--- src/rtl/calc_mul_sequencer.sv ---
// calc_mul_sequencer
// Operand-entry and result sequencer for the 2-bit multiplier calculator.
// Captures operand A and then operand B from the switches on successive Enter
// presses. It presents the operands to the external multiplier, latches the
// product, and chooses what the 7-segment decoder shows: the live operand
// (blinking) or the held result.
module calc_mul_sequencer #(
    parameter int BLINK_CYCLES = 25000000,
    parameter int SHOW_CYCLES  = 250000000
) (
    input  logic       clk,
    input  logic       rst,
    input  logic [1:0] sw,
    input  logic       btn_enter,
    input  logic       btn_clear,
    input  logic [3:0] product,
    output logic [1:0] mul_a,
    output logic [1:0] mul_b,
    output logic [3:0] disp_val,
    output logic       disp_blank,
    output logic [1:0] state_led,
    output logic       result_valid
);

    localparam int BLINK_W = (BLINK_CYCLES > 1) ? $clog2(BLINK_CYCLES) : 1;
    localparam int SHOW_W  = (SHOW_CYCLES > 1) ? $clog2(SHOW_CYCLES) : 1;
    localparam logic [BLINK_W-1:0] BLINK_LAST = BLINK_W'(BLINK_CYCLES - 1);
    localparam logic [SHOW_W-1:0]  SHOW_LAST  = SHOW_W'(SHOW_CYCLES - 1);

    typedef enum logic [1:0] {
        GET_A = 2'b00,
        GET_B = 2'b01,
        CALC  = 2'b10,
        SHOW  = 2'b11
    } state_t;

    state_t              r_state;
    logic [1:0]          r_mul_a;
    logic [1:0]          r_mul_b;
    logic [3:0]          r_result;
    logic [3:0]          r_disp_val;
    logic                r_disp_blank;
    logic                r_result_valid;
    logic [BLINK_W-1:0]  r_blink_cnt;
    logic                r_blink_phase;
    logic [SHOW_W-1:0]   r_show_cnt;
    logic                r_enter_q;
    // Set during reset so an Enter held through reset is not seen as a press
    // on the first cycle after release.
    logic                r_rst_q;
    logic                w_enter_evt;

    assign w_enter_evt = btn_enter & ~r_enter_q & ~r_rst_q;

    // Sequencer FSM: operand capture, product latch, display selection, blink and timeout
    always_ff @(posedge clk) begin
        if (rst) begin
            r_state        <= GET_A;
            r_mul_a        <= 2'b00;
            r_mul_b        <= 2'b00;
            r_result       <= 4'd0;
            r_disp_val     <= 4'd0;
            r_disp_blank   <= 1'b0;
            r_result_valid <= 1'b0;
            r_blink_cnt    <= '0;
            r_blink_phase  <= 1'b0;
            r_show_cnt     <= '0;
            r_enter_q      <= 1'b0;
            r_rst_q        <= 1'b1;
        end else begin
            r_enter_q <= btn_enter;
            r_rst_q   <= 1'b0;
            if (btn_clear) begin
                // Clear wins over any Enter edge in the same cycle
                r_state        <= GET_A;
                r_mul_a        <= 2'b00;
                r_mul_b        <= 2'b00;
                r_result       <= 4'd0;
                r_result_valid <= 1'b0;
                r_disp_val     <= {2'b00, sw};
                r_disp_blank   <= 1'b0;
                r_blink_cnt    <= '0;
                r_blink_phase  <= 1'b0;
                r_show_cnt     <= '0;
            end else begin
                case (r_state)
                    GET_A, GET_B: begin
                        r_disp_val <= {2'b00, sw};
                        if (w_enter_evt) begin
                            if (r_state == GET_A) begin
                                r_mul_a <= sw;
                                r_state <= GET_B;
                            end else begin
                                r_mul_b <= sw;
                                r_state <= CALC;
                            end
                            // Each new operand starts with a visible half-period
                            r_blink_cnt   <= '0;
                            r_blink_phase <= 1'b0;
                            r_disp_blank  <= 1'b0;
                        end else if (r_blink_cnt == BLINK_LAST) begin
                            r_blink_cnt   <= '0;
                            r_blink_phase <= ~r_blink_phase;
                            r_disp_blank  <= ~r_blink_phase;
                        end else begin
                            r_blink_cnt  <= r_blink_cnt + BLINK_W'(1);
                            r_disp_blank <= r_blink_phase;
                        end
                    end
                    CALC: begin
                        // Operands have been stable for this cycle; take the product
                        r_result       <= product;
                        r_disp_val     <= product;
                        r_disp_blank   <= 1'b0;
                        r_result_valid <= 1'b1;
                        r_show_cnt     <= '0;
                        r_state        <= SHOW;
                    end
                    SHOW: begin
                        if (w_enter_evt || (r_show_cnt == SHOW_LAST)) begin
                            r_state        <= GET_A;
                            r_result_valid <= 1'b0;
                            r_disp_val     <= {2'b00, sw};
                            r_disp_blank   <= 1'b0;
                            r_blink_cnt    <= '0;
                            r_blink_phase  <= 1'b0;
                            r_show_cnt     <= '0;
                        end else begin
                            r_disp_val <= r_result;
                            r_show_cnt <= r_show_cnt + SHOW_W'(1);
                        end
                    end
                    default: r_state <= GET_A;
                endcase
            end
        end
    end

    assign mul_a        = r_mul_a;
    assign mul_b        = r_mul_b;
    assign disp_val     = r_disp_val;
    assign disp_blank   = r_disp_blank;
    assign state_led    = r_state;
    assign result_valid = r_result_valid;

endmodule

--- config.mk ---
export PLATFORM = sky130hd
export DESIGN_NAME = calc_mul_sequencer
export DESIGN_NICKNAME = d
export VERILOG_FILES = /design/src/rtl/calc_mul_sequencer.sv
export SDC_FILE = /design/constraint.sdc
export NUM_CORES = 1
export LEC_CHECK = 0
export ABC_AREA = 1
export ABC_CLOCK_PERIOD_IN_PS = 2000
export CAP_MARGIN = 20
export CELL_PAD_IN_SITES_DETAIL_PLACEMENT = 1
export CELL_PAD_IN_SITES_GLOBAL_PLACEMENT = 2
export CORE_MARGIN = 5
export CORE_UTILIZATION = 33
export CTS_BUF_LIST = sky130_fd_sc_hd__clkbuf_16
export DETAILED_ROUTE_END_ITERATION = 7
export PLACE_DENSITY_LB_ADDON = 0.1
export SLEW_MARGIN = 20
export SYNTH_ARGS = -nofsm -noshare
export SYNTH_HDL_FRONTEND = slang
export SYNTH_SLANG_ARGS = --single-unit
--- constraint.sdc ---
create_clock -name clk -period 2 [get_ports clk]
set_input_delay 0.4 -clock clk [delete_from_list [all_inputs] [get_ports clk]]
set_output_delay 0.4 -clock clk [all_outputs]
set_load 0.01 [all_outputs]
* Word-level counts from Yosys, hierarchy flattened
Index checks and enable logic that the tools add are counted.
Storage, ports and cells: register bits after elaboration 72, bits of input ports 10, output and inout bits 12, logic and storage cells 59
Operators by class: add/sub/neg operators 2, equality and inequality tests 7, muxes and demuxes 20, bitwise gates (word level) 6, reduce and logical (&&, ||, !) cells 11
Operator list (number):
- 25-bit two-way mux | 3
- 28-bit one-hot mux with 2 select lines | 1
- 25-bit one-hot mux with 2 select lines | 1
- 28-bit by 1-bit adder with 28-bit output (second input constant) | 1
- 28-bit equality test (second input constant) | 1
- 28-bit two-way mux | 1
- 25-bit by 1-bit adder with 25-bit output (second input constant) | 1
- 25-bit equality test (second input constant) | 1
- 4-bit one-hot mux with 3 select lines | 1
- 2-bit two-way mux | 4
- 2-bit one-hot mux with 3 select lines | 1
- 2-bit AND reduction | 3
- 3-bit AND reduction | 2
- 2-bit equality test (second input constant) | 2
- 1-bit two-way mux | 4
- 4-bit two-way mux | 1
- 2-bit != test (second input constant) | 2
- 1-bit NOT | 4
- 1-bit one-hot mux with 2 select lines | 2
- 2-bit nonzero test | 2
- 2-bit OR reduction | 2
- 1-bit one-hot mux with 3 select lines | 1
- 1-bit bitwise AND | 2
- 2-bit by 1-bit equality test with 1-bit output (second input constant) | 1
- 2 further kinds | 2

* Logic depth before layout (Yosys ltp)
depth after elaboration 7, gate-level depth with buffers 14, depth with buffers taken out 13

* Least setup slack after synthesis
No wires, ideal clock.
kind register -> register, start point register r_state[0], in the netlist state_led[0], end point register r_show_cnt[12], setup time 123 ps, data arrival time 1568 ps, data required time 1877 ps, path slack 309 ps, stages on the path, launching flop included 11, path buffers 2, period minus slack after synthesis 1691 ps, cells stage by stage dfxtp_1 -> ha_1 -> buf_2 -> nor2_1 -> buf_2 -> nor2_1 -> nand2_1 -> nor2_1 -> nand2_1 -> xor2_1 -> nor2_1
On the way: word-level cells in the longest chain between the ends 2, elaborated cells between the ends (all ways) 4, those cells by class 2 x eq/ne; 1 x mux; 1 x reduce/logical
RTL lines:
- start, declared | RTL line 37 | state_t r_state;
- start signal, assigned | RTL line 58 | r_state <= GET_A;
- start signal, assigned | RTL line 75 | r_state <= GET_A;
- start signal, assigned | RTL line 92 | r_state <= GET_B;
- 2-bit equality test | RTL line 86 | case (r_state)
- 28-bit one-hot mux with 2 select lines / 2-bit nonzero test (equally long branches)
- end signal, assigned | RTL line 130 | r_show_cnt <= r_show_cnt + SHOW_W'(1);
- end, declared | RTL line 46 | logic [SHOW_W-1:0] r_show_cnt;
Several ways; a longest one is shown, not always the timed one. A chain may end at the register's enable or synchronous reset.

* Final worst setup path
start point register r_blink_cnt[1], end point register r_blink_cnt[22]
On the way: word-level cells in the longest chain between the ends 4, elaborated cells between the ends (all ways) 5, those cells by class 1 x add/sub; 1 x eq/ne; 3 x mux
RTL lines:
- start, declared | RTL line 44 | logic [BLINK_W-1:0] r_blink_cnt;
- start signal, assigned | RTL line 106 | r_blink_cnt <= r_blink_cnt + BLINK_W'(1);
- 25-bit by 1-bit adder with 25-bit output / 25-bit equality test (equally long branches) | RTL line 106, 101
- 25-bit two-way mux (*) | RTL line 101 | end else if (r_blink_cnt == BLINK_LAST) begin
- 25-bit two-way mux (*) | RTL line 89 | if (w_enter_evt) begin
- 25-bit one-hot mux with 2 select lines (*) | RTL line 86
Mark *: on every way between the ends. The rest lies on a longest branch, timed or not.

==> flow_metrics.py <==
metrics = {
    "status": {
        "status": "complete, no violations",
    },
    "critical_path": {
        "cp_max_fo": 5,
        "cp_data_arrival_time_ns": 2.08,
        "ff2ff_setup_slack_ns": 0.19,
        "end_kind": "flip-flop",
        "reg2reg_from": "r_blink_cnt[1]",
        "critical_path_class": "reg2reg",
        "r2r-end": "r_blink_cnt[22]",
        "crit_required_ns": 2.27,
        "reg2regPathDepth": 12,
        "startpoint_type": "flip-flop",
    },
    "place": {
        "hpwl_um": 10400,
        "io_buffers": 21,
        "dpl_cell_area_um2": 4890,
        "gp_congestion": 0.813,
    },
    "global_route": {
        "grtUsageMet2": 0.336,
        "busiest_layer": "met2",
        "overflow": 0,
        "grt_use_total": 0.191,
        "grtUsageMet3": 0.0413,
        "met1_usage": 0.236,
        "grt_max_degree": 42,
        "grt_pass1_vias": 4718,
        "grt_pass1_wl_um": 22900,
        "antenna_found_initial": 0,
    },
    "synthesis": {
        "yosysSeqAreaShare": 0.338,
        "synth_seq_cells": 72,
        "synth_common_cells": "nand2_1, nor2_1, nand3_1",
        "yosysTopAreaCellShare": 0.338,
        "synthMostInstantiatedCell": "nand2_1",
        "synthesis.area_um2": 4270,
        "synth_fp_nets": 696,
        "synthTopCellsByArea": "dfxtp_1, nand2_1, nand3_1, nor2_1, a21oi_1",
        "async_flop_share": 0,
        "synth_top_area_cell": "dfxtp_1",
        "synth-edff-count": 0,
        "synth_cells": 680,
        "synth_cell_type_count": 35,
        "synth.avg_cell_area_um2": 6.28,
        "yosys_warnings": 0,
        "synthFlopType": "dfxtp_1",
    },
    "min_path": {
        "hold_class": "reg2reg",
        "holdPathEnd": "disp_val[2]",
        "min_from": "r_result[2]",
        "hold_path_depth": 2,
    },
    "sta": {
        "fmaxAchievable_mhz": 553,
        "fin_hold_ws_ns": 0.461,
        "fin_crit_ns": 1.81,
        "rsz0062_at_grt": "no",
        "period_share": 0.904,
        "relSlewSlack": 0.679,
        "worst_pin_slew_ns": 0.478,
        "fin_skew_ns": 0.00680,
        "final_hold_viol_count": 0,
        "tns_ns": 0,
        "slew_viol_final": 0,
        "setup_violations": 0,
    },
    "floorplanning": {
        "fp.dieW_um": 124,
        "start_util": 0.337,
        "core_area_um2": 12700,
        "io_pins": 22,
        "dieHeight_um": 124,
        "die_area_um2": 15300,
        "row_count": 41,
    },
    "route": {
        "drtIter0Drc": 142,
        "vias": 4503,
        "viasPerCell": 4.98,
        "drc": 0,
        "first_pass_iters": 4,
        "final_antenna_net_count": 0,
        "avgRoutedWirePerCell_um": 15.0,
        "wirelength_um": 13600,
    },
    "final_layout": {
        "layout-drive-gt1-share": 0.105,
        "fill_cells": 1712,
        "fin_nets": 744,
        "final_core_util": 0.410,
        "n_antenna_cell": 0,
        "fin_area_um2": 5200,
        "syn2layout_area_growth_pct": 21.8,
    },
    "clocking": {
        "postCtsSetupRepairBufs": 0,
        "clk_pin_slew_ns": 0.06,
        "cts-resized-gates": 1,
        "cts_buffer_depth": 2,
        "cts_buffers": 9,
        "clk_latency_ns": 0.34,
        "cts_tree": "built",
        "cts_hold_buf": 0,
        "clock-sinks": 72,
        "cts-htree-levels": 3,
        "cts_root_buffer": "clkbuf_16",
    },
    "power": {
        "power.switching_uw": 818,
        "p_int_mw": 2.50,
        "power.share.clock": 0.482,
        "irDropWorstVdd_mv": 0.381,
        "power_density_nw_per_um2": 638,
        "seq_power_share": 0.440,
        "power_switching_share": 0.247,
        "leakage_nw": 1.91,
        "p_total_mw": 3.32,
        "combPwrFrac": 0.078,
    },
    "job": {
        "cap_violations": 0,
    },
}
[sequential cells by signal, indices dropped and copies added, names as in the netlist]
signal         cells
r_enter_q          1
r_result           4
disp_blank         1
result_valid       1
r_blink_cnt       25
r_rst_q            1
mul_b              2
disp_val           4
r_show_cnt        28
state_led          2
r_blink_phase      1
mul_a              2
[kinds of logic after synthesis]
family / share of synthesized area
simple gates: 0.427
buf+inv: 0.0873
compound gates: 0.103
flops: 0.338
xor+xnor: 0.0267
fa+ha+maj: 0.0176
[worst max-delay path: stages, from the launching register on]
cell and delay, ns:
dfxtp_1 0.35, ha_1 0.18, nand2_1 0.08, nor2_2 0.11
buf_4 0.12, nand2_1 0.08, nor2_2 0.23, inv_2 0.10
nor2_4 0.14, nand2_1 0.07, nand2_1 0.07, nand3_1 0.07
a21oi_1 0.14
[cell usage in the layout, fill, tap and decap left out]
master           instances
dfxtp_1                 72
nand4_1                 12
a31oi_1                  1
o21ai_1                  2
buf_12                   3
nor3b_4                  1
and3_1                   1
o31ai_1                  1
nor2_1                  93
nand2_2                  3
xor2_1                  13
a22oi_1                  2
nand3b_1                 4
o21ai_0                 21
clkinv_1                 1
nor2_4                   3
nor2_2                  11
o21bai_1                 3
a21oi_1                 52
clkbuf_16                9
ha_1                     6
nand2_1                179
or2_2                    1
nand3_1                 78
nor3_2                   2
nor3_1                  19
nand2_4                  3
and2_1                   1
nor3b_1                  3
buf_4                   32
bufinv_16                1
clkinvlp_4               3
inv_1                   68
inv_2                    4
clkinv_2                 1
clkdlybuf4s50_1         21
o21a_1                   1
o211ai_1                 1
[layer usage]
layer | wire (um) | vias to the layer above
li1 | - | 2294
met2 | 6810 | 48
met3 | 358 | 10
met4 | 113 | 0
met1 | 6300 | 2151
met5 | 0 | -
[final cells by class]
cell class | instances | area, um^2 | area share
Clock inverter | 6 | 61.3 | 0.0118
Multi-Input combinational cell | 517 | 2480 | 0.476
Clock buffer | 9 | 225 | 0.0433
Tap cell | 172 | 215 | 0.0414
Inverter | 72 | 270 | 0.0520
Timing Repair Buffer | 56 | 510 | 0.0981
Sequential cell | 72 | 1440 | 0.277
[worst max-delay path by stage]
stage / start / to / slack, ns
6_report: r_blink_cnt[1] / r_blink_cnt[22] / 0.19
5_1_grt: state_led[0] / r_blink_cnt[10] / 0.005
4_1_cts: state_led[0] / r_show_cnt[13] / 0.11
3_5_place_dp: btn_enter / r_blink_cnt[9] / -0.26
3_3_place_gp: btn_enter / r_blink_cnt[9] / -0.19
2_1_floorplan: state_led[0] / r_show_cnt[12] / 0.31
[metrics by stage]
stage / setup WS (ns) / cells
finish: 0.193 / 904
global route: 0.00493 / 904
CTS: 0.109 / 904
detailed placement: -0.262 / 889
global placement: -0.186 / 889
floorplan: 0.309 / 680
[power by group through the flow]
stage | registers (mW) | clock network (mW) | logic [mW]
global route | 1.46 | 1.71 | 0.292
CTS | 1.46 | 1.65 | 0.263
global placement | 1.49 | 0 | 0.254
floorplan | 1.49 | 0 | 0.142
finish | 1.46 | 1.60 | 0.259
detailed placement | 1.49 | 0 | 0.260
No activity file was read; power rests on OpenSTA's default activity.
